## src/rtl/mavg_pkg.sv

```systemverilog
// Shared types and width helpers for the multichannel moving-average block.
package mavg_pkg;

    typedef enum logic [1:0] {
        ST_EMPTY   = 2'd0,
        ST_FILLING = 2'd1,
        ST_FULL    = 2'd2
    } mavg_state_e;

    function automatic int win_depth(input int log2_win);
        return 1 << log2_win;
    endfunction

    // Wide enough to hold WIN * (2**DW - 1) without wrapping.
    function automatic int sum_width(input int dw, input int log2_win);
        return dw + log2_win;
    endfunction

endpackage

```

## src/rtl/mavg_channel.sv

```systemverilog
// One channel: WIN-deep sample shift register plus its exact running sum.
module mavg_channel
    import mavg_pkg::*;
#(
    parameter int DW       = 2,
    parameter int LOG2_WIN = 2,
    localparam int SW      = sum_width(DW, LOG2_WIN),
    localparam int WIN     = win_depth(LOG2_WIN)
) (
    input  logic          clk,
    input  logic          rst_n,
    input  logic          accept,
    input  logic          clear,
    input  logic [DW-1:0] sample,
    output logic [SW-1:0] sum
);

    logic [DW-1:0] window_reg [WIN];
    logic [SW-1:0] sum_reg;

    always_ff @(posedge clk) begin
        if (!rst_n || clear) begin
            window_reg[0] <= '0;
            sum_reg       <= '0;
        end else if (accept) begin
            window_reg[0] <= sample;
            // Intermediate may wrap modulo 2**SW; the final sum always fits.
            sum_reg       <= sum_reg + SW'(sample) - SW'(window_reg[WIN-1]);
        end
    end

    for (genvar gi = 1; gi < WIN; gi++) begin : g_slot
        always_ff @(posedge clk) begin
            if (!rst_n || clear) begin
                window_reg[gi] <= '0;
            end else if (accept) begin
                window_reg[gi] <= window_reg[gi-1];
            end
        end
    end

    assign sum = sum_reg;

endmodule

```

## src/rtl/moving_avg_multich.sv

```systemverilog
// Multichannel moving-window sum/average: fill FSM, fill counter, output mux and gate.
module moving_avg_multich
    import mavg_pkg::*;
#(
    parameter int NCH      = 3,
    parameter int DW       = 2,
    parameter int LOG2_WIN = 2,
    localparam int SW      = sum_width(DW, LOG2_WIN),
    localparam int WIN     = win_depth(LOG2_WIN),
    localparam int FW      = LOG2_WIN + 1
) (
    input  logic              clk,
    input  logic              rst_n,
    input  logic              in_valid,
    input  logic [NCH*DW-1:0] in_data,
    input  logic              clear,
    input  logic              mode,
    input  logic              out_en,
    output logic              out_valid,
    output logic [NCH*SW-1:0] out_data,
    output logic [FW-1:0]     fill_cnt,
    output logic              full
);

    localparam logic [FW-1:0] WIN_CNT = FW'(WIN);

    mavg_state_e   state_reg, state_next;
    logic [FW-1:0] fill_cnt_reg, fill_cnt_next;
    logic          out_valid_reg, out_valid_next;
    logic          accept;

    // A clear in the same cycle drops the sample.
    assign accept = in_valid && !clear;

    always_ff @(posedge clk) begin
        if (!rst_n) begin
            state_reg     <= ST_EMPTY;
            fill_cnt_reg  <= '0;
            out_valid_reg <= 1'b0;
        end else begin
            state_reg     <= state_next;
            fill_cnt_reg  <= fill_cnt_next;
            out_valid_reg <= out_valid_next;
        end
    end

    always_comb begin
        state_next     = state_reg;
        fill_cnt_next  = fill_cnt_reg;
        out_valid_next = 1'b0;
        if (clear) begin
            state_next    = ST_EMPTY;
            fill_cnt_next = '0;
        end else if (accept) begin
            case (state_reg)
                ST_EMPTY: begin
                    fill_cnt_next = FW'(1);
                    state_next    = ST_FILLING;
                end
                ST_FILLING: begin
                    fill_cnt_next = fill_cnt_reg + 1'b1;
                    state_next    = (fill_cnt_next == WIN_CNT) ? ST_FULL : ST_FILLING;
                end
                ST_FULL: begin
                    fill_cnt_next = WIN_CNT;
                    state_next    = ST_FULL;
                end
                default: begin
                    fill_cnt_next = '0;
                    state_next    = ST_EMPTY;
                end
            endcase
            out_valid_next = (state_next == ST_FULL);
        end
    end

    assign out_valid = out_valid_reg;
    assign fill_cnt  = fill_cnt_reg;
    assign full      = (state_reg == ST_FULL);

    for (genvar gi = 0; gi < NCH; gi++) begin : g_ch
        logic [SW-1:0] sum;
        logic [SW-1:0] shown;

        mavg_channel #(
            .DW       (DW),
            .LOG2_WIN (LOG2_WIN)
        ) u_channel (
            .clk    (clk),
            .rst_n  (rst_n),
            .accept (accept),
            .clear  (clear),
            .sample (in_data[gi*DW +: DW]),
            .sum    (sum)
        );

        // mode and out_en act on the output path only, never on stored state.
        assign shown = mode ? (sum >> LOG2_WIN) : sum;
        assign out_data[gi*SW +: SW] = (out_en && state_reg != ST_EMPTY) ? shown : '0;
    end

endmodule

```

## config.mk

```make
export PLATFORM = sky130hd
export DESIGN_NAME = moving_avg_multich
export DESIGN_NICKNAME = d
export VERILOG_FILES = /design/src/rtl/mavg_pkg.sv /design/src/rtl/mavg_channel.sv /design/src/rtl/moving_avg_multich.sv
export SDC_FILE = /design/constraint.sdc
export NUM_CORES = 1
export LEC_CHECK = 0
export CAP_MARGIN = 20
export CORE_ASPECT_RATIO = 1.1
export CORE_MARGIN = 2
export CORE_UTILIZATION = 50
export CTS_CLUSTER_DIAMETER = 120
export DETAILED_ROUTE_END_ITERATION = 10
export HOLD_SLACK_MARGIN = 0.03
export MAX_ROUTING_LAYER = met4
export PLACE_DENSITY_LB_ADDON = 0.2
export SLEW_MARGIN = 20
export SYNTH_ARGS = -nofsm -noshare
export SYNTH_HDL_FRONTEND = slang
export SYNTH_HIERARCHICAL = 1
export SYNTH_SLANG_ARGS = --single-unit
```

## constraint.sdc

```tcl
create_clock -name clk -period 3.1 [get_ports clk]
set_input_delay 0.31 -clock clk [delete_from_list [all_inputs] [get_ports clk]]
set_output_delay 0.31 -clock clk [all_outputs]
set_load 0.005 [all_outputs]
```

==> tab_implementation.tex, run 1 <==
\begin{tabular}{lr}
\hline
Metric & Value \\
\hline
\multicolumn{2}{l}{\textbf{Synthesis}} \\
Synth top cells by count & 29 x sky130\_fd\_sc\_hd\_\_inv\_1, 27 x sky130\_fd\_sc\_hd\_\_and2\_1, 24 x sky130\_fd\_sc\_hd\_\_edfxtp\_1 \\
Most area-hungry cell type in the Yosys netlist & sky130\_fd\_sc\_hd\_\_edfxtp\_1 \\
Unique cell type count in the Yosys netlist & 33 \\
Sequential share of the synthesized area & between 40\% and 50\% \\
Cells taking the most area after synthesis & sky130\_fd\_sc\_hd\_\_edfxtp\_1 32\%, sky130\_fd\_sc\_hd\_\_dfxtp\_1 16\%, sky130\_fd\_sc\_hd\_\_ha\_1 7.7\% \\
Number of standard cells after synthesis & roughly 220 \\
Asr flop ratio synth & 0\% \\
Top-area cell type share of the netlist area & between 30\% and 40\% \\
Number of warning messages in the yosys log & 6 \\
Ys flop type & sky130\_fd\_sc\_hd\_\_edfxtp\_1 \\
Mean area per synthesized cell & 10.38 um\^{}2 \\
Most common cell in the netlist & sky130\_fd\_sc\_hd\_\_inv\_1 \\
Area of the mapped netlist & 0.002262 mm\^{}2 \\
Total nets after synthesis & 250 \\
Post-synth EDFFs & 24 \\
Post-synthesis sequential element count & 42 \\
\multicolumn{2}{l}{\textbf{Setup path}} \\
Delay-heaviest family, CP & buffers and inverters \\
Cell repeated most along the worst path & sky130\_fd\_sc\_hd\_\_clkdlybuf4s50\_1 \\
Crit-path cells & clkdlybuf4s50\_1 > nor2\_1 > and2\_1 > clkdlybuf4s50\_1 \\
Arr. time, crit path & 1.93 ns \\
Maximum fanout count along the critical path & 7 \\
Largest incremental delay on the critical path & 0.63 ns \\
Sort of element at the end of the critical path & primary output \\
Startpoint class of the critical path & primary input \\
Required time reported for the critical path endpoint & 2.79 ns \\
Buffer and inverter count on the worst path & 2 \\
Path type of the worst setup path & primary input to primary output \\
Crit path max-delay cell type & sky130\_fd\_sc\_hd\_\_clkdlybuf4s50\_1 \\
\multicolumn{2}{l}{\textbf{Clock tree}} \\
\# H-tree levels & 2 \\
Count of hold-fix buffers inserted at cts & 0 \\
Cell chosen for the clock root & sky130\_fd\_sc\_hd\_\_clkbuf\_8 \\
TritonCTS buffer count & 5 \\
Gates resized, CTS repair & 0 \\
Post-CTS Setup Bufs & 0 \\
\# clock sinks & 42 \\
Source-to-sink clock delay at the later pin of the worst-skew pair & 0.30 ns \\
Clock tree from TritonCTS & built \\
Number of buffers on the longest clock path & 2 \\
Clock transition at the registers of the reported paths & about 0.080 ns \\
\multicolumn{2}{l}{\textbf{STA}} \\
Number of max-slew violations in the final report & 0 \\
Final setup viols & 0 \\
Final period demand of the worst path & 2.242 ns \\
Setup skew after layout & between 0.006 and 0.007 ns \\
Peak clock frequency supported by timing & around 0.45 GHz \\
Final Hold Fails & 0 \\
Worst-margin pin slew & 0.4384 ns \\
Final clock period utilization by the worst path & 72.32\% \\
Unrepaired setup endpoints after global routing & false \\
Worst slew slack as a fraction of its limit & a little over two thirds \\
Hold slack & 0.4937 ns \\
Least setup slack across all paths after layout & 0.8582 ns \\
Total Neg Setup Slack & 0 ns \\
\multicolumn{2}{l}{\textbf{Die}} \\
Die Y-Extent & 74.55 um \\
Starting Density & 52.41\% \\
Die width & 68.13 um \\
Core area & 0.004317 mm\^{}2 \\
Site Rows & 25 \\
Boundary pin count & 29 \\
Total Die Area & 0.005079 mm\^{}2 \\
\multicolumn{2}{l}{\textbf{Run status}} \\
Run status & completed \\
\multicolumn{2}{l}{\textbf{Place}} \\
Post-Place Cell Area & 0.002613 mm\^{}2 \\
HPWL Detailed & 2881 um \\
Worst setup slack after placement & 0.7234 ns \\
Post-Place Cells & 300 \\
Port Buffer Count & 28 \\
Routability cong. & 0.8067 \\
\multicolumn{2}{l}{\textbf{Power and ir drop}} \\
Highest ir drop seen on vdd & 271.5 uV \\
Leakage power & approximately 1.1 nW \\
Power density cells & about 430 mW/mm\^{}2 \\
\multicolumn{2}{l}{\textbf{Layout}} \\
Fin area & 0.002716 mm\^{}2 \\
Area taken by multi-input logic gates & $\sim$0.0011 mm\^{}2 \\
Layout fillers & 370 \\
Synth-to-Final Area Change & 20.08\% \\
Storage element area & around 0.0011 mm\^{}2 \\
Number of standard cells in the final layout excluding fillers & 308 \\
Antenna diode instance count & 0 \\
Proportion of layout cells with a drive suffix above 1 & 9.449\% \\
Max FFs per register & 24 \\
Total number of nets in the final design & 285 \\
\multicolumn{2}{l}{\textbf{Hold path}} \\
Type of the worst min-delay path & flip-flop to flip-flop \\
\multicolumn{2}{l}{\textbf{Drt}} \\
Vias per cell & just over 5 \\
Final WL & 3893 um \\
Average wire per cell in the routed design & 12.64 um \\
Detailed-route via count & 1,566 \\
Number of remaining DRC errors & 0 \\
Iteration count of the initial detailed-routing pass & 4 \\
Number of DRC markers in iteration 0 & 80 \\
Count of antenna-violating nets left after detailed routing & 0 \\
\multicolumn{2}{l}{\textbf{GRT}} \\
Wire length of the first global-routing pass & between 6000 and 7000 um \\
Pin count of the biggest net entering global routing & 14 \\
Total congestion overflow after global routing & 0 \\
Via count of the first global-routing pass & 1,423 \\
Global-route usage over all layers & 17.76\% \\
Antenna violations before repair & 0 \\
\multicolumn{2}{l}{\textbf{Job}} \\
Max-cap check violation count & 0 \\
\hline
\end{tabular}
-- where the power goes --
group	switching [W]	total [W]	internal (W)
registers	0.0000101	0.000621	0.000611
clock network	0.000191	0.000396	0.000205
logic	0.0000790	0.000140	0.0000610
total	0.000280	0.00116	0.000877
-- layout by cell type (no fill, tap or decap), drive strengths merged, types with 3 or more instances in the layout --
cell | synthesis | final
xor2 | 4 | 4
nor2 | 18 | 18
nand2 | 11 | 11
a211oi | 3 | 3
o31ai | 3 | 3
fa | 6 | 6
and2 | 27 | 27
a21oi | 7 | 7
nand3 | 5 | 5
dfxtp | 18 | 18
edfxtp | 24 | 24
inv | 33 | 33
clkdlybuf4s50 | 0 | 28
clkbuf | 0 | 6
nand3b | 3 | 3
nand2b | 4 | 4
nor3 | 5 | 5
o21ai | 13 | 13
mux2i | 7 | 7
ha | 14 | 14
and4 | 3 | 3
-- logic make-up (layout without fill, tap and decap cells) --
group	Yosys count	after routing	synth area share [%]
adder cells (fa/ha/maj)	20	20	13.05
multiplexers	7	7	3.097
XOR/XNOR	4	4	1.549
buffers and inverters	34	70	5.696
AND/OR/NAND/NOR	80	80	19.63
AO/OA/AOI/OAI	31	31	9.181
flip-flops	42	42	47.79
-- worst paths after layout --
path	startpoint	cells after the start	end	slack [ns]
worst max-delay path	mode	4	out_data[7]	0.86
worst min-delay path	g_ch[0].u_channel/sum[0]	2	g_ch[0].u_channel/sum[0]	0.49
worst max register to register	g_ch[1].u_channel/sum[1]	8	g_ch[1].u_channel/sum[3]	1.17
worst min register to register	g_ch[0].u_channel/sum[0]	2	g_ch[0].u_channel/sum[0]	0.49
-- worst register-to-register path: stages (launching register included) --
cell and delay, ns:
sky130_fd_sc_hd__dfxtp_1 0.33, sky130_fd_sc_hd__inv_1 0.07, sky130_fd_sc_hd__fa_1 0.50, sky130_fd_sc_hd__inv_1 0.07, sky130_fd_sc_hd__ha_1 0.29, sky130_fd_sc_hd__nand3_1 0.11
sky130_fd_sc_hd__a211oi_1 0.29, sky130_fd_sc_hd__o21ai_1 0.12, sky130_fd_sc_hd__o31ai_1 0.07
-- through the flow --
step	utilization, %	total power (W)
5_1_grt	62.93	0.001209
3_5_place_dp	60.52	0.0007738
6_report	62.93	0.001157
4_1_cts	62.93	0.001177
3_3_place_gp	60.52	0.0007693
2_1_floorplan	-	0.0007294
-- final cells by class --
type / count / area share (%)
clock buffer: 6 / 3.455
clock inverter: 2 / 0.3685
inverter: 33 / 4.560
multi-input combinational: 142 / 38.74
sequential: 42 / 39.80
tap: 54 / 2.487
timing repair buffer: 29 / 10.59
-- metal layers --
metal / track usage, % / share of wire [%] / vias up
met5: - / 0 / -
met4: 8.000 / 1.9 / 0
met3: 4.236 / 3.8 / 6
met2: 25.35 / 46 / 23
met1: 23.90 / 48 / 736
li1: - / - / 801
Power figures use the tool's default switching activity.
==> inputs of run 2 (changes only) <==
==> constraint.sdc (replaced) <==
create_clock -name clk -period 2.3 [get_ports clk]
set_input_delay 0.23 -clock clk [delete_from_list [all_inputs] [get_ports clk]]
set_output_delay 0.23 -clock clk [all_outputs]
set_load 0.005 [all_outputs]
==> tab_implementation.tex, run 2 (same netlist as run 1, synthesis figures left out) <==
\begin{tabular}{lr}
\hline
Metric & Value \\
\hline
\multicolumn{2}{l}{\textbf{Die}} \\
Die width & 68.13 um (unchanged) \\
Total Die Area & 0.005079 mm\^{}2 (unchanged) \\
Core area & 0.004317 mm\^{}2 (unchanged) \\
Boundary pin count & 29 (unchanged) \\
Die Y-Extent & 74.55 um (unchanged) \\
Site Rows & 25 (unchanged) \\
Starting Density & 52.41\% (unchanged) \\
\multicolumn{2}{l}{\textbf{Setup path}} \\
Startpoint class of the critical path & flip-flop (was primary input) \\
Arr. time, crit path & 1.82 ns (was 1.93 ns) \\
Crit path max-delay cell type & sky130\_fd\_sc\_hd\_\_clkdlybuf4s50\_1 (unchanged) \\
Required time reported for the critical path endpoint & 2.07 ns (was 2.79 ns) \\
Reg2reg start & g\_ch[2].u\_channel/sum[1] (was g\_ch[1].u\_channel/sum[1]) \\
Largest incremental delay on the critical path & 0.50 ns (was 0.63 ns) \\
Crit-path cells & o21ai\_2 > nor2\_1 > and2\_1 > clkdlybuf4s50\_1 (was clkdlybuf4s50\_1 > nor2\_1 > and2\_1 > clkdlybuf4s50\_1) \\
Sort of element at the end of the critical path & primary output (unchanged) \\
Path type of the worst setup path & flip-flop to primary output (was primary input to primary output) \\
Source of the critical timing path & state\_reg[1] (was mode) \\
Maximum fanout count along the critical path & 7 (unchanged) \\
\multicolumn{2}{l}{\textbf{GRT}} \\
Via count of the first global-routing pass & 1,453 (was 1,423) \\
Global routing usage on met2 & 26.43\% (was 25.35\%) \\
Total congestion overflow after global routing & 0 (unchanged) \\
GR met1 Demand/Resource & 21.27\% (was 23.90\%) \\
Global-route usage over all layers & 17.14\% (was 17.76\%) \\
Layer with the highest usage after global routing & met2 (unchanged) \\
Pin count of the biggest net entering global routing & 13 (was 14) \\
Global routing usage on met3 & 4.387\% (was 4.236\%) \\
Wire length of the first global-routing pass & 6258 um (was 6361 um) \\
Antenna violations before repair & 0 (unchanged) \\
\multicolumn{2}{l}{\textbf{Clock tree}} \\
Cell chosen for the clock root & sky130\_fd\_sc\_hd\_\_clkbuf\_8 (unchanged) \\
Source-to-sink clock delay at the later pin of the worst-skew pair & 0.28 ns (was 0.30 ns) \\
Post-CTS Setup Bufs & 0 (unchanged) \\
Number of buffers on the longest clock path & 2 (unchanged) \\
Count of hold-fix buffers inserted at cts & 0 (unchanged) \\
Gates resized, CTS repair & 0 (unchanged) \\
\# clock sinks & 42 (unchanged) \\
\# H-tree levels & 2 (unchanged) \\
TritonCTS buffer count & 5 (unchanged) \\
Clock tree from TritonCTS & built (unchanged) \\
Clock transition at the registers of the reported paths & 0.07 ns (was 0.08 ns) \\
\multicolumn{2}{l}{\textbf{Drt}} \\
Number of remaining DRC errors & 0 (unchanged) \\
Detailed-route via count & 1,556 (was 1,566) \\
Iteration count of the initial detailed-routing pass & 4 (unchanged) \\
Vias per cell & 5.019 (was 5.084) \\
Number of DRC markers in iteration 0 & 64 (was 80) \\
Average wire per cell in the routed design & 12.17 um (was 12.64 um) \\
Count of antenna-violating nets left after detailed routing & 0 (unchanged) \\
Final WL & 3774 um (was 3893 um) \\
\multicolumn{2}{l}{\textbf{Hold path}} \\
Type of the worst min-delay path & flip-flop to flip-flop (unchanged) \\
Min-delay src & g\_ch[0].u\_channel/sum[0] (unchanged) \\
\multicolumn{2}{l}{\textbf{STA}} \\
Setup skew after layout & 0.002231 ns (was 0.006923 ns) \\
Worst slew slack as a fraction of its limit & 74.35\% (was 70.68\%) \\
Number of max-slew violations in the final report & 0 (unchanged) \\
Hold slack & 0.4837 ns (was 0.4937 ns) \\
Unrepaired setup endpoints after global routing & false (unchanged) \\
Final setup viols & 0 (unchanged) \\
Final Hold Fails & 0 (unchanged) \\
Worst-margin pin slew & 0.3843 ns (was 0.4384 ns) \\
Peak clock frequency supported by timing & 0.4878 GHz \\
Final clock period utilization by the worst path & 89.13\% \\
Final period demand of the worst path & 2.050 ns \\
Least setup slack across all paths after layout & 0.2500 ns (was 0.8582 ns) \\
\multicolumn{2}{l}{\textbf{Place}} \\
Post-Place Cell Area & 0.002640 mm\^{}2 (was 0.002613 mm\^{}2) \\
HPWL Detailed & 2873 um (was 2881 um) \\
Port Buffer Count & 28 (unchanged) \\
Routability cong. & 0.7599 (was 0.8067) \\
Worst setup slack after placement & -0.01367 ns (was 0.7234 ns) \\
\multicolumn{2}{l}{\textbf{Run status}} \\
Run status & completed (unchanged) \\
\multicolumn{2}{l}{\textbf{Power and ir drop}} \\
Combinational power share & 13.1\% (was 12.1\%) \\
Power density cells & 537.4 mW/mm\^{}2 (was 425.8 mW/mm\^{}2) \\
Leakage power & 1.111 nW (was 1.110 nW) \\
Share of total power consumed by net switching & 23.51\% (was 24.21\%) \\
Reg power frac & 57.3\% (was 53.7\%) \\
Total power & 0.001462 W (was 0.001157 W) \\
Highest ir drop seen on vdd & 397.5 uV (was 271.5 uV) \\
Switching power of the nets & 0.0003438 W (was 0.0002800 W) \\
Internal Dissipation & 0.001119 W (was 0.0008766 W) \\
Fraction of power consumed by the clock network & 29.6\% (was 34.2\%) \\
\multicolumn{2}{l}{\textbf{Layout}} \\
Most used cells in the layout excluding fill and tap cells & 29 x sky130\_fd\_sc\_hd\_\_inv\_1, 28 x sky130\_fd\_sc\_hd\_\_clkdlybuf4s50\_1, 27 x sky130\_fd\_sc\_hd\_\_and2\_1 (unchanged) \\
Proportion of layout cells with a drive suffix above 1 & 9.375\% (was 9.449\%) \\
Utilization of the core after routing & 63.04\% (was 62.93\%) \\
Antenna diode instance count & 0 (unchanged) \\
Synth-to-Final Area Change & 20.30\% (was 20.08\%) \\
Layout fillers & 385 (was 370) \\
Most frequent standard cell in the layout excluding fill and tap cells & sky130\_fd\_sc\_hd\_\_inv\_1 (unchanged) \\
Area taken by multi-input logic gates & 0.001052 mm\^{}2 (unchanged) \\
Storage element area & 0.001081 mm\^{}2 (unchanged) \\
Max FFs per register & 24 (unchanged) \\
Total number of nets in the final design & 287 (was 285) \\
Fin area & 0.002721 mm\^{}2 (was 0.002716 mm\^{}2) \\
\multicolumn{2}{l}{\textbf{Job}} \\
Max-cap check violation count & 0 (unchanged) \\
\hline
\end{tabular}
run 2: changes by cell type in the layout (fill, tap and decap cells not counted):
cell and delta:
sky130_fd_sc_hd__buf_12 +1, sky130_fd_sc_hd__clkinv_2 -1, sky130_fd_sc_hd__clkinv_1 +1, sky130_fd_sc_hd__clkbuf_16 -1, sky130_fd_sc_hd__buf_4 +1, sky130_fd_sc_hd__clkbuf_1 +1
run 2: power groups by stage:
stage                     logic [W]  clock network (W)  registers (W)
after floorplan            0.000133                  0       0.000850
after global placement     0.000188                  0       0.000854
after detailed placement   0.000194                  0       0.000855
after CTS                  0.000195           0.000462       0.000837
after global routing       0.000222           0.000485       0.000841
final                      0.000192           0.000433       0.000837
run 2: final timing paths:
path | endpoint | slack [ns] | cells past startpoint
worst min-delay path | g_ch[0].u_channel/sum[0] | 0.48 | 2
worst max-delay path | out_data[10] | 0.25 | 4
worst max register to register | g_ch[2].u_channel/sum[3] | 0.38 | 8
worst min register to register | g_ch[0].u_channel/sum[0] | 0.48 | 2
run 2: routing by layer:
metal	wire length [um]	part of all wire, %	vias up
li1	-	-	811
met1	1883	50	713
met2	1651	44	25
met3	170	4.5	7
met4	68	1.8	0
met5	0	0	-
run 2: cell type report:
| cell class | count | share of cell area (%) |
|---|---|---|
| Sequential cell | 42 | 39.72 |
| Multi-Input combinational cell | 142 | 38.67 |
| Timing Repair Buffer | 31 | 11.59 |
| Inverter | 33 | 4.552 |
| Clock buffer | 6 | 2.667 |
| Tap cell | 54 | 2.483 |
| Clock inverter | 2 | 0.3218 |
run 2: worst max-delay path: cells and delay by family (launching register included):
family,cells,cell delay [ns]
buffers and inverters,1,0.50
DFF,1,0.45
AOI/OAI and AO/OA,1,0.17
and+or+nand+nor,2,0.41
run 2: stage by stage:
| step | TNS, ns | cells |
|---|---|---|
| final | 0 | 310 |
| after CTS | 0 | 310 |
| after floorplan | 0 | 218 |
| after global placement | 0 | 302 |
| after detailed placement | -0.01367 | 302 |
| after global routing | 0 | 310 |
==> inputs of run 3 (changes only) <==
--- a/config.mk
+++ b/config.mk
@@ -17,5 +17,4 @@
 export SLEW_MARGIN = 20
 export SYNTH_ARGS = -nofsm -noshare
 export SYNTH_HDL_FRONTEND = slang
-export SYNTH_HIERARCHICAL = 1
 export SYNTH_SLANG_ARGS = --single-unit
==> tab_implementation.tex, run 3 <==
\begin{tabular}{lr}
\hline
Metric & Value \\
\hline
\multicolumn{2}{l}{\textbf{Drt}} \\
Count of antenna-violating nets left after detailed routing & 0 (unchanged) \\
Average wire per cell in the routed design & 13.86 um (was 12.17 um) \\
Final WL & 4144 um (was 3774 um) \\
Detailed-route via count & 1,595 (was 1,556) \\
Vias per cell & 5.334 (was 5.019) \\
Number of remaining DRC errors & 0 (unchanged) \\
Number of DRC markers in iteration 0 & 64 (unchanged) \\
Iteration count of the initial detailed-routing pass & 4 (unchanged) \\
\multicolumn{2}{l}{\textbf{Clock tree}} \\
TritonCTS buffer count & 5 (unchanged) \\
Count of hold-fix buffers inserted at cts & 0 (unchanged) \\
Clock transition at the registers of the reported paths & 0.08 ns (was 0.07 ns) \\
\# H-tree levels & 2 (unchanged) \\
\# clock sinks & 42 (unchanged) \\
Number of buffers on the longest clock path & 2 (unchanged) \\
Clock tree from TritonCTS & built (unchanged) \\
Gates resized, CTS repair & 0 (unchanged) \\
Cell chosen for the clock root & sky130\_fd\_sc\_hd\_\_clkbuf\_8 (unchanged) \\
Post-CTS Setup Bufs & 0 (unchanged) \\
Source-to-sink clock delay at the later pin of the worst-skew pair & 0.30 ns (was 0.28 ns) \\
\multicolumn{2}{l}{\textbf{GRT}} \\
Global-route usage over all layers & 19.62\% (was 17.14\%) \\
Total congestion overflow after global routing & 0 (unchanged) \\
Via count of the first global-routing pass & 1,497 (was 1,453) \\
Pin count of the biggest net entering global routing & 27 (was 13) \\
Wire length of the first global-routing pass & 7079 um (was 6258 um) \\
Antenna violations before repair & 0 (unchanged) \\
\multicolumn{2}{l}{\textbf{Die}} \\
Die width & 68.52 um (was 68.13 um) \\
Core area & 0.004348 mm\^{}2 (was 0.004317 mm\^{}2) \\
Site Rows & 25 (unchanged) \\
Boundary pin count & 29 (unchanged) \\
Total Die Area & 0.005137 mm\^{}2 (was 0.005079 mm\^{}2) \\
Starting Density & 52.66\% (was 52.41\%) \\
Die Y-Extent & 74.98 um (was 74.55 um) \\
\multicolumn{2}{l}{\textbf{Place}} \\
Post-Place Cell Area & 0.002630 mm\^{}2 (was 0.002640 mm\^{}2) \\
Routability cong. & 0.7716 (was 0.7599) \\
Port Buffer Count & 28 (unchanged) \\
HPWL Detailed & 2980 um (was 2873 um) \\
Worst setup slack after placement & 0.03159 ns (was -0.01367 ns) \\
\multicolumn{2}{l}{\textbf{Setup path}} \\
Destination of the worst register-to-register timing path & g\_ch[2].u\_channel.sum[2] (was g\_ch[2].u\_channel/sum[3]) \\
Required time reported for the critical path endpoint & 2.07 ns (about the same) \\
Reg2reg start & g\_ch[2].u\_channel.sum[1] (was g\_ch[2].u\_channel/sum[1]) \\
Arr. time, crit path & 1.84 ns (was 1.82 ns) \\
FF-to-FF path depth & 6 (was 8) \\
Sort of element at the end of the critical path & primary output (unchanged) \\
Maximum fanout count along the critical path & 10 (was 7) \\
Startpoint class of the critical path & flip-flop (unchanged) \\
Register-to-register path setup slack & 0.36 ns (was 0.38 ns) \\
Path type of the worst setup path & flip-flop to primary output (unchanged) \\
\multicolumn{2}{l}{\textbf{STA}} \\
Final period demand of the worst path & 2.071 ns (was 2.050 ns) \\
Final Hold Fails & 0 (unchanged) \\
Total Neg Setup Slack & 0 ns (unchanged) \\
Hold slack & 0.4774 ns (was 0.4837 ns) \\
Unrepaired setup endpoints after global routing & false (unchanged) \\
Worst slew slack as a fraction of its limit & 66.29\% (was 74.35\%) \\
Least setup slack across all paths after layout & 0.2285 ns (was 0.2500 ns) \\
Final setup viols & 0 (unchanged) \\
Final clock period utilization by the worst path & 90.06\% (was 89.13\%) \\
Number of max-slew violations in the final report & 0 (unchanged) \\
Worst-margin pin slew & 0.5041 ns (was 0.3843 ns) \\
Setup skew after layout & 0.007303 ns (was 0.002231 ns) \\
Peak clock frequency supported by timing & 0.4827 GHz (was 0.4878 GHz) \\
\multicolumn{2}{l}{\textbf{Hold path}} \\
Number of cells traversed by the worst hold path & 2 (unchanged) \\
Type of the worst min-delay path & flip-flop to flip-flop (unchanged) \\
Worst hold path endpoint & fill\_cnt[1] (was g\_ch[0].u\_channel/sum[0]) \\
Min-delay src & fill\_cnt[1] (was g\_ch[0].u\_channel/sum[0]) \\
\multicolumn{2}{l}{\textbf{Layout}} \\
Most frequent standard cell in the layout excluding fill and tap cells & sky130\_fd\_sc\_hd\_\_clkdlybuf4s50\_1 (was sky130\_fd\_sc\_hd\_\_inv\_1) \\
Max FFs per register & 24 (unchanged) \\
Total number of nets in the final design & 276 (was 287) \\
Proportion of layout cells with a drive suffix above 1 & 10.61\% (was 9.375\%) \\
Synth-to-Final Area Change & 19.02\% (was 20.30\%) \\
Antenna diode instance count & 0 (unchanged) \\
Fin area & 0.002725 mm\^{}2 (was 0.002721 mm\^{}2) \\
Most used cells in the layout excluding fill and tap cells & 28 x sky130\_fd\_sc\_hd\_\_clkdlybuf4s50\_1, 26 x sky130\_fd\_sc\_hd\_\_inv\_1, 24 x sky130\_fd\_sc\_hd\_\_and3\_1, 24 x sky130\_fd\_sc\_hd\_\_edfxtp\_1, 21 x sky130\_fd\_sc\_hd\_\_nor2\_1 (was 29 x sky130\_fd\_sc\_hd\_\_inv\_1, 28 x sky130\_fd\_sc\_hd\_\_clkdlybuf4s50\_1, 27 x sky130\_fd\_sc\_hd\_\_and2\_1) \\
\multicolumn{2}{l}{\textbf{Synthesis}} \\
Area of the mapped netlist & 0.002290 mm\^{}2 (was 0.002262 mm\^{}2) \\
Post-synthesis sequential element count & 42 (unchanged) \\
Number of standard cells after synthesis & 213 (was 218) \\
Synth top cells by count & 26 x sky130\_fd\_sc\_hd\_\_inv\_1, 24 x sky130\_fd\_sc\_hd\_\_and3\_1, 24 x sky130\_fd\_sc\_hd\_\_edfxtp\_1 (was 29 x sky130\_fd\_sc\_hd\_\_inv\_1, 27 x sky130\_fd\_sc\_hd\_\_and2\_1, 24 x sky130\_fd\_sc\_hd\_\_edfxtp\_1) \\
Number of warning messages in the yosys log & 0 (was 6) \\
Most area-hungry cell type in the Yosys netlist & sky130\_fd\_sc\_hd\_\_edfxtp\_1 (unchanged) \\
Post-synth EDFFs & 24 (unchanged) \\
Sequential share of the synthesized area & 47.21\% (was 47.79\%) \\
Ys flop type & sky130\_fd\_sc\_hd\_\_edfxtp\_1 (unchanged) \\
Mean area per synthesized cell & 10.75 um\^{}2 (was 10.38 um\^{}2) \\
Unique cell type count in the Yosys netlist & 35 (was 33) \\
Cells taking the most area after synthesis & sky130\_fd\_sc\_hd\_\_edfxtp\_1 31\%, sky130\_fd\_sc\_hd\_\_dfxtp\_1 16\%, sky130\_fd\_sc\_hd\_\_ha\_1 7.7\% (was sky130\_fd\_sc\_hd\_\_edfxtp\_1 32\%, sky130\_fd\_sc\_hd\_\_dfxtp\_1 16\%, sky130\_fd\_sc\_hd\_\_ha\_1 7.7\%) \\
Asr flop ratio synth & 0\% (unchanged) \\
Top-area cell type share of the netlist area & 31.48\% (was 31.86\%) \\
Most common cell in the netlist & sky130\_fd\_sc\_hd\_\_inv\_1 (unchanged) \\
Total nets after synthesis & 245 (was 250) \\
\multicolumn{2}{l}{\textbf{Power and ir drop}} \\
Highest ir drop seen on vdd & 400.1 uV (was 397.5 uV) \\
Leakage power & 1.205 nW (was 1.111 nW) \\
Power density cells & 585.0 mW/mm\^{}2 (was 537.4 mW/mm\^{}2) \\
\multicolumn{2}{l}{\textbf{Run status}} \\
Run status & completed (unchanged) \\
\multicolumn{2}{l}{\textbf{Job}} \\
Max-cap check violation count & 0 (unchanged) \\
\hline
\end{tabular}
==> run 3: cell types whose count changed after synthesis, sizes merged, moves of 5 or more <==
cell,previous run,this run
o21ai,13,4
and2,27,4
and3,1,24
mux2i,7,12
inv,33,26
buf,1,6
==> run 3: stage by stage <==
step                      power (W)  instances  utilization [%]
after detailed placement   0.001098        291            60.49
after global placement     0.001088        291            60.49
after CTS                  0.001614        299            62.68
after floorplan            0.001028        213                -
after global routing       0.001679        299            62.68
final                      0.001594        299            62.68
==> run 3: power by group <==
part | leakage [nW] | switching (W) | internal (W)
Sequential | 0.425 | 0.0000189 | 0.000825
Clock | 0.0495 | 0.000287 | 0.000225
Combinational | 0.730 | 0.000129 | 0.000109
Total | 1.20 | 0.000435 | 0.00116
==> run 3: cells by family after synthesis <==
kind of cell,after synthesis,share of synthesized area (%)
AND/OR/NAND/NOR,76,18.69
flip-flops,42,47.21
buffers and inverters,35,6.776
AO/OA/AOI/OAI,25,8.033
adder cells (fa/ha/maj),20,12.90
multiplexers,12,5.246
XOR/XNOR,3,1.148
==> run 3: worst max-delay path by stage <==
stage,startpoint,end,cells after the start
after floorplan,g_ch[1].u_channel.sum[1],g_ch[1].u_channel.sum[3],8
after global placement,in_data[1],g_ch[0].u_channel.sum[3],8
after detailed placement,in_data[3],g_ch[1].u_channel.sum[3],9
after CTS,state_reg[1],out_data[3],4
after global routing,state_reg[1],out_data[7],4
final,state_reg[1],out_data[11],4
==> run 3: cell type report <==
type,instances,area [um^2]
multi-input combinational,136,1054
timing repair buffer,33,330.3
tap,54,67.56
clock buffer,5,68.82
sequential,42,1081
clock inverter,3,26.28
fill,379,1623
inverter,26,97.59
==> run 3: worst max-delay path, cell delays in order (launching register included) <==
cell and delay, ns:
sky130_fd_sc_hd__dfxtp_1 0.41, sky130_fd_sc_hd__o21ai_2 0.45, sky130_fd_sc_hd__nor2_2 0.08, sky130_fd_sc_hd__and2_1 0.17, sky130_fd_sc_hd__clkdlybuf4s50_1 0.43
==> run 3: metal layers <==
| layer | wire, um | track usage, % | part of all wire (%) |
|---|---|---|---|
| met3 | 144 | 3.587 | 3.5 |
| met5 | 0 | - | 0 |
| met4 | 76 | 8.667 | 1.8 |
| met1 | 1960 | 27.66 | 47 |
| met2 | 1962 | 27.56 | 47 |
